[src/rtl/writeback_pkg.sv]
// Shared definitions for the writeback stage: field widths, opcodes (instr[6:2]) and FSM states.
package writeback_pkg;

    localparam int unsigned REG_DATA_SIZE = 31;
    localparam int unsigned REG_ADDR_SIZE = 4;
    localparam int unsigned EX_WIDTH      = 3;

    localparam logic [4:0] OP_LOAD     = 5'b00000;
    localparam logic [4:0] OP_MISC_MEM = 5'b00011;
    localparam logic [4:0] OP_OP_IMM   = 5'b00100;
    localparam logic [4:0] OP_STORE    = 5'b01000;
    localparam logic [4:0] OP_OP       = 5'b01100;
    localparam logic [4:0] OP_BRANCH   = 5'b11000;
    localparam logic [4:0] OP_JAL      = 5'b11011;

    typedef enum logic [1:0] {
        StRun    = 2'd0,
        StTrap   = 2'd1,
        StHalted = 2'd2
    } wb_state_e;

    // Stores, branches and fences carry no destination register.
    function automatic logic op_writes_rd(input logic [4:0] op);
        return !((op == OP_STORE) || (op == OP_BRANCH) || (op == OP_MISC_MEM));
    endfunction

endpackage

[src/rtl/wb_retire_counter.sv]
// 64-bit retired-instruction counter, wraps modulo 2^64.
module wb_retire_counter (
    input  logic        clk,
    input  logic        reset,
    input  logic        inc,
    output logic [63:0] count
);

    always_ff @(posedge clk or negedge reset) begin
        if (!reset) begin
            count <= 64'd0;
        end else if (inc) begin
            count <= count + 64'd1;
        end
    end

endmodule

[src/rtl/writeback.sv]
// Writeback stage: retires instructions, drives the register-file write port, forwarding bus,
// trap handshake and halt. Define WB_INSTRET_EN to add the 64-bit instret output.
module writeback
    import writeback_pkg::*;
#(
    parameter int unsigned DATA_W  = REG_DATA_SIZE + 1,
    parameter int unsigned RADDR_W = REG_ADDR_SIZE + 1,
    parameter int unsigned EX_W    = EX_WIDTH + 1
) (
    input  logic               clk,
    input  logic               reset,
    input  logic               pipeline_in_valid,
    input  logic [4:0]         opcode_in,
    input  logic               nop_instr_in,
    input  logic [DATA_W-1:0]  result_in,
    input  logic [RADDR_W-1:0] rd_addr_in,
    input  logic [EX_W-1:0]    exception_in,
    input  logic               exception_in_valid,
    input  logic               halt_in,
    input  logic               trap_ack,
    output logic               rf_wr_en,
    output logic [RADDR_W-1:0] rf_wr_addr,
    output logic [DATA_W-1:0]  rf_wr_data,
    output logic               fwd_valid,
    output logic [RADDR_W-1:0] fwd_addr,
    output logic [DATA_W-1:0]  fwd_data,
    output logic               trap_valid,
    output logic [EX_W-1:0]    trap_cause,
    output logic               flush_out,
    output logic               stall_out,
    output logic               halted
`ifdef WB_INSTRET_EN
    ,
    output logic [63:0]        instret
`endif
);

    wb_state_e state_q;
    logic      wr_eligible;

    always_comb begin
        wr_eligible = !nop_instr_in && !exception_in_valid && (rd_addr_in != '0)
                      && op_writes_rd(opcode_in);
    end

    always_ff @(posedge clk or negedge reset) begin
        if (!reset) begin
            state_q    <= StRun;
            rf_wr_en   <= 1'b0;
            rf_wr_addr <= '0;
            rf_wr_data <= '0;
            trap_valid <= 1'b0;
            trap_cause <= '0;
            flush_out  <= 1'b0;
        end else begin
            rf_wr_en  <= 1'b0;
            flush_out <= 1'b0;
            unique case (state_q)
                StRun: begin
                    if (pipeline_in_valid) begin
                        // Exception takes priority over a simultaneous halt.
                        if (exception_in_valid) begin
                            state_q    <= StTrap;
                            trap_valid <= 1'b1;
                            trap_cause <= exception_in;
                            flush_out  <= 1'b1;
                        end else begin
                            if (wr_eligible) begin
                                rf_wr_en   <= 1'b1;
                                rf_wr_addr <= rd_addr_in;
                                rf_wr_data <= result_in;
                            end
                            if (halt_in) begin
                                state_q <= StHalted;
                            end
                        end
                    end
                end
                StTrap: begin
                    if (trap_ack) begin
                        trap_valid <= 1'b0;
                        state_q    <= StRun;
                    end
                end
                StHalted: begin
                    state_q <= StHalted;
                end
                default: begin
                    state_q <= StRun;
                end
            endcase
        end
    end

    assign stall_out = (state_q != StRun);
    assign halted    = (state_q == StHalted);
    assign fwd_valid = rf_wr_en;
    assign fwd_addr  = rf_wr_addr;
    assign fwd_data  = rf_wr_data;

`ifdef WB_INSTRET_EN
    logic retire_inc;

    assign retire_inc = pipeline_in_valid && (state_q == StRun) && !nop_instr_in
                        && !exception_in_valid;

    wb_retire_counter u_retire_counter (
        .clk   (clk),
        .reset (reset),
        .inc   (retire_inc),
        .count (instret)
    );
`endif

endmodule

[config.mk]
export PLATFORM = sky130hd
export DESIGN_NAME = writeback
export DESIGN_NICKNAME = d
export VERILOG_FILES = /design/src/rtl/writeback_pkg.sv /design/src/rtl/wb_retire_counter.sv /design/src/rtl/writeback.sv
export SDC_FILE = /design/constraint.sdc
export NUM_CORES = 1
export LEC_CHECK = 0
export ABC_AREA = 1
export ABC_CLOCK_PERIOD_IN_PS = 1700
export CORE_AREA = 5 5 84 86
export DETAILED_ROUTE_END_ITERATION = 8
export DIE_AREA = 0 0 89 91
export PLACE_DENSITY = 0.9
export SYNTH_ARGS = -nofsm -noshare
export SYNTH_HDL_FRONTEND = slang
export SYNTH_SLANG_ARGS = --single-unit
[constraint.sdc]
create_clock -name clk -period 1.7 [get_ports clk]
set_input_delay 0.255 -clock clk [delete_from_list [all_inputs] [get_ports clk]]
set_output_delay 0.255 -clock clk [all_outputs]
set_load 0.01 [all_outputs]
==> metrics.csv <==
stage;metric;value;unit
status;run status;finished clean;
synthesis;Netlist cell types;11;
timing;Max-Slew Margin vs Limit;62.0;%
synthesis;async set-reset flop share out of synthesis;100;%
route;total iterations of the first detailed-routing run;4;
timing;number of failing hold endpoints at the final stage;0;
clock_tree;clock-pin slew on the worst setup and hold paths;0.09;ns
route;routed via count;2048;
global_route;first-pass GRT wire length;10.3;mm
global_route;overall overflow remaining after global route;0;
synthesis;area share of the largest cell type after synthesis;52.2;%
global_route;maximum number of pins on one net before global-route repair;25;
floorplanning;starting density of the core;35.5;%
route;mean routed wirelength per cell;14.3;µm
hold_path;classification of the worst-slack hold path;in -> async;
power_and_ir_drop;total power density per cell area;1650;mW/mm²
synthesis;count of mapped cells out of synthesis;258;
place;quantity of I/O buffers inserted on ports;136;
timing;worst-case clock skew;0.00607;ns
route;antenna-violating nets left;0;
place;DP Cell Count;431;
cells_and_area;fraction of final layout cells sized beyond drive strength 1;6.32;%
floorplanning;height of the die;91;µm
floorplanning;die width;89;µm
setup_path;worst setup path category;reg -> out;
floorplanning;die footprint;0.00810;mm²
synthesis;count of synthesis-stage warnings from yosys;0;
cells_and_area;number of filler instances in the final layout;544;
clock_tree;number of clock sinks;46;
power_and_ir_drop;combinational share of power;54.7;%
setup_path;category of cells accounting for the largest share of critical-path delay;buffers and inverters;
synthesis;number of enable-type register cells in the synthesized netlist;0;
place;worst setup slack before clock tree synthesis;-0.0373;ns
cells_and_area;Ant. Diodes;0;
clock_tree;maximum buffer depth of the clock tree;2;
cells_and_area;Area Overhead vs Synth;59.1;%
route;count of unresolved DRC violations after routing;0;
route;routed metal-1 wirelength;2.44;mm
route;total detailed-routing wirelength;6.31;mm
synthesis;synthesized cell area;0.00220;mm²
setup_path;endpoint arrival time on the critical path;1.25;ns
timing;Worst Tran Pin Value;0.569;ns
route;amount of wire on met2 after detailed routing;3.20;mm
setup_path;critical path endpoint category;output pin;
setup_path;Critical Path Slowest Stage Cell;clkdlybuf4s50_1;
clock_tree;number of H-tree levels;2;
synthesis;synth top area cells;dfrtp_1, nand2_1, buf_4;
clock_tree;Num CTS Buffers;5;
place;half-perimeter wire length of the detailed placement result;4.90;mm
cells_and_area;Design Area, Final;0.00350;mm²
synthesis;Mapped Nets;311;
setup_path;buffers and inverters on the worst path;1;
timing;crit path time final;1.51;ns
floorplanning;I/O pins;137;
route;highest layer used for signal routing;met4;
cells_and_area;total number of nets in the final design;417;
setup_path;worst-path maximum fanout;3;
timing;count of endpoints failing setup in the final report;0;
floorplanning;Placeable Area;0.00620;mm²
power_and_ir_drop;Worst VDD drop;0.831;mV
synthesis;Avg Cell Area, Syn;8.54;µm²
cells_and_area;final core utilization;56.5;%
setup_path;Data required, critical path;1.44;ns
place;Placed Instance Area;0.00340;mm²
setup_path;maximum cell stage delay along the critical path;0.57;ns
timing;Achievable Freq;663;MHz
run;number of max-cap violations;0;
synthesis;sequential element share of the synthesized area;52.2;%
route;initial DRC count;96;
synthesis;most frequent cells after synthesis;nand2_1, dfrtp_1, nand3_1;
setup_path;critical-path cell list;clkdlybuf4s50_1;
synthesis;most frequent cell after synthesis;nand2_1;
power_and_ir_drop;sequential power share;34.6;%
timing;RSZ-0062 raised after global routing;no;
route;average via count per standard cell;4.64;
route;DR WL met3;572;µm
global_route;via count of the first global-routing pass;2053;
power_and_ir_drop;switching part of the total power;35.0;%
clock_tree;CTS root buf;clkbuf_8;
power_and_ir_drop;internal power of the cells;3770;µW
power_and_ir_drop;Leak Pwr;0.00170;µW
timing;worst path setup slack after routing;0.192;ns
global_route;antenna violations before repair;0;
power_and_ir_drop;switching power;2030;µW
clock_tree;Clk Latency, worst-skew pair;0.29;ns
setup_path;critical path launch point type;flip-flop;
place;RePlAce Congestion;0.746;
timing;final number of max-transition violations;0;
timing;fin crit share;88.7;%
floorplanning;# rows;29;
power_and_ir_drop;clock power share;10.7;%
synthesis;register bit count reported by yosys;46;
synthesis;cell type contributing the most total cell area after synthesis;dfrtp_1;
global_route;overall track demand over capacity in global routing;16.0;%
cells_and_area;final standard cell count with taps included and fillers excluded;441;
clock_tree;clock tree from TritonCTS;yes;
synthesis;predominant post-synthesis flop cell;dfrtp_1;
==> metrics by stage <==
step	power [µW]	TNS [ns]	hold WS, ns
final	5800	0	0.484
after global routing	6230	0	0.485
after CTS	5870	0	0.487
after detailed placement	5220	-0.851	0.288
after global placement	5100	0	0.262
after floorplan	3550	0	-0.0406
==> logic make-up (layout without fill, tap and decap cells) <==
logic type	count (synthesis)	count (layout)	share of synthesized area [%]
and+or+nand+nor	148	148	27.8
AOI/OAI and AO/OA	2	2	0.454
DFF	46	46	52.2
buffers and inverters	62	168	19.5
==> state kept, by name (all words and copies together) (netlist names) <==
register / cells
state_q: 2
fwd_valid: 1
trap_valid: 1
fwd_data: 32
trap_cause: 4
fwd_addr: 5
flush_out: 1
==> placed cells by master, fill, tap and decap left out, types with 2 or more instances in the layout <==
master             n
dfrtp_1           46
clkbuf_8           5
nand3_1           39
nand2_1           94
dlymetal6s2s_1     2
buf_12             3
inv_1             12
nor2_1             9
clkinv_2           2
buf_4              9
nor3_1             3
clkdlybuf4s50_1  133
o21ai_0            2
==> routing by layer <==
| metal | vias up | GRT usage (%) |
|---|---|---|
| met2 | 95 | 27.6 |
| met3 | 11 | 4.80 |
| met5 | - | 0 |
| met1 | 968 | 19.2 |
| met4 | 0 | 4.22 |
| li1 | 974 | - |
==> layout make-up <==
type / instances / area [µm²] / area share (%)
Clock buffer: 5 / 68.8 / 1.96
Clock inverter: 2 / 10.0 / 0.286
Timing Repair Buffer: 149 / 1500 / 42.8
Multi-Input combinational cell: 150 / 634 / 18.1
Inverter: 12 / 45.0 / 1.29
Tap cell: 77 / 96.3 / 2.75
Sequential cell: 46 / 1150 / 32.8
==> power by group through the flow <==
stage | logic (µW) | clock network [µW] | registers, µW
floorplan | 1360 | 0 | 2190
global placement | 3110 | 0 | 1980
detailed placement | 3200 | 0 | 2020
CTS | 3210 | 652 | 2010
global route | 3430 | 712 | 2090
finish | 3170 | 620 | 2000
==> worst paths after layout <==
path                               startpoint        endpoint  slack [ns]  depth (start not counted)
worst min register to register  trap_cause[0]   trap_cause[0]        0.49                          2
worst max-delay path             fwd_data[28]  rf_wr_data[28]        0.19                          1
max in group asynchronous               reset      trap_valid        0.68                          3
worst min-delay path                    reset     fwd_addr[2]        0.48                          2
min in group clk                trap_cause[0]   trap_cause[0]        0.49                          2
worst max register to register     state_q[1]    fwd_data[31]        0.32                          7
==> worst reg2reg max path, delay by kind of cell, from the launching register on <==
family | cells | cell delay [ns]
buffers and inverters | 1 | 0.19
DFF | 1 | 0.42
and+or+nand+nor | 6 | 0.66
==> repair_timing <==
action                     4_1_cts  5_1_grt
hold buffers                     1        0
gates resized for setup          0        2
setup buffers                    0        2
hold endpoints to repair        22        0
setup endpoints to repair        0        2
Power figures use the tool's default switching activity.
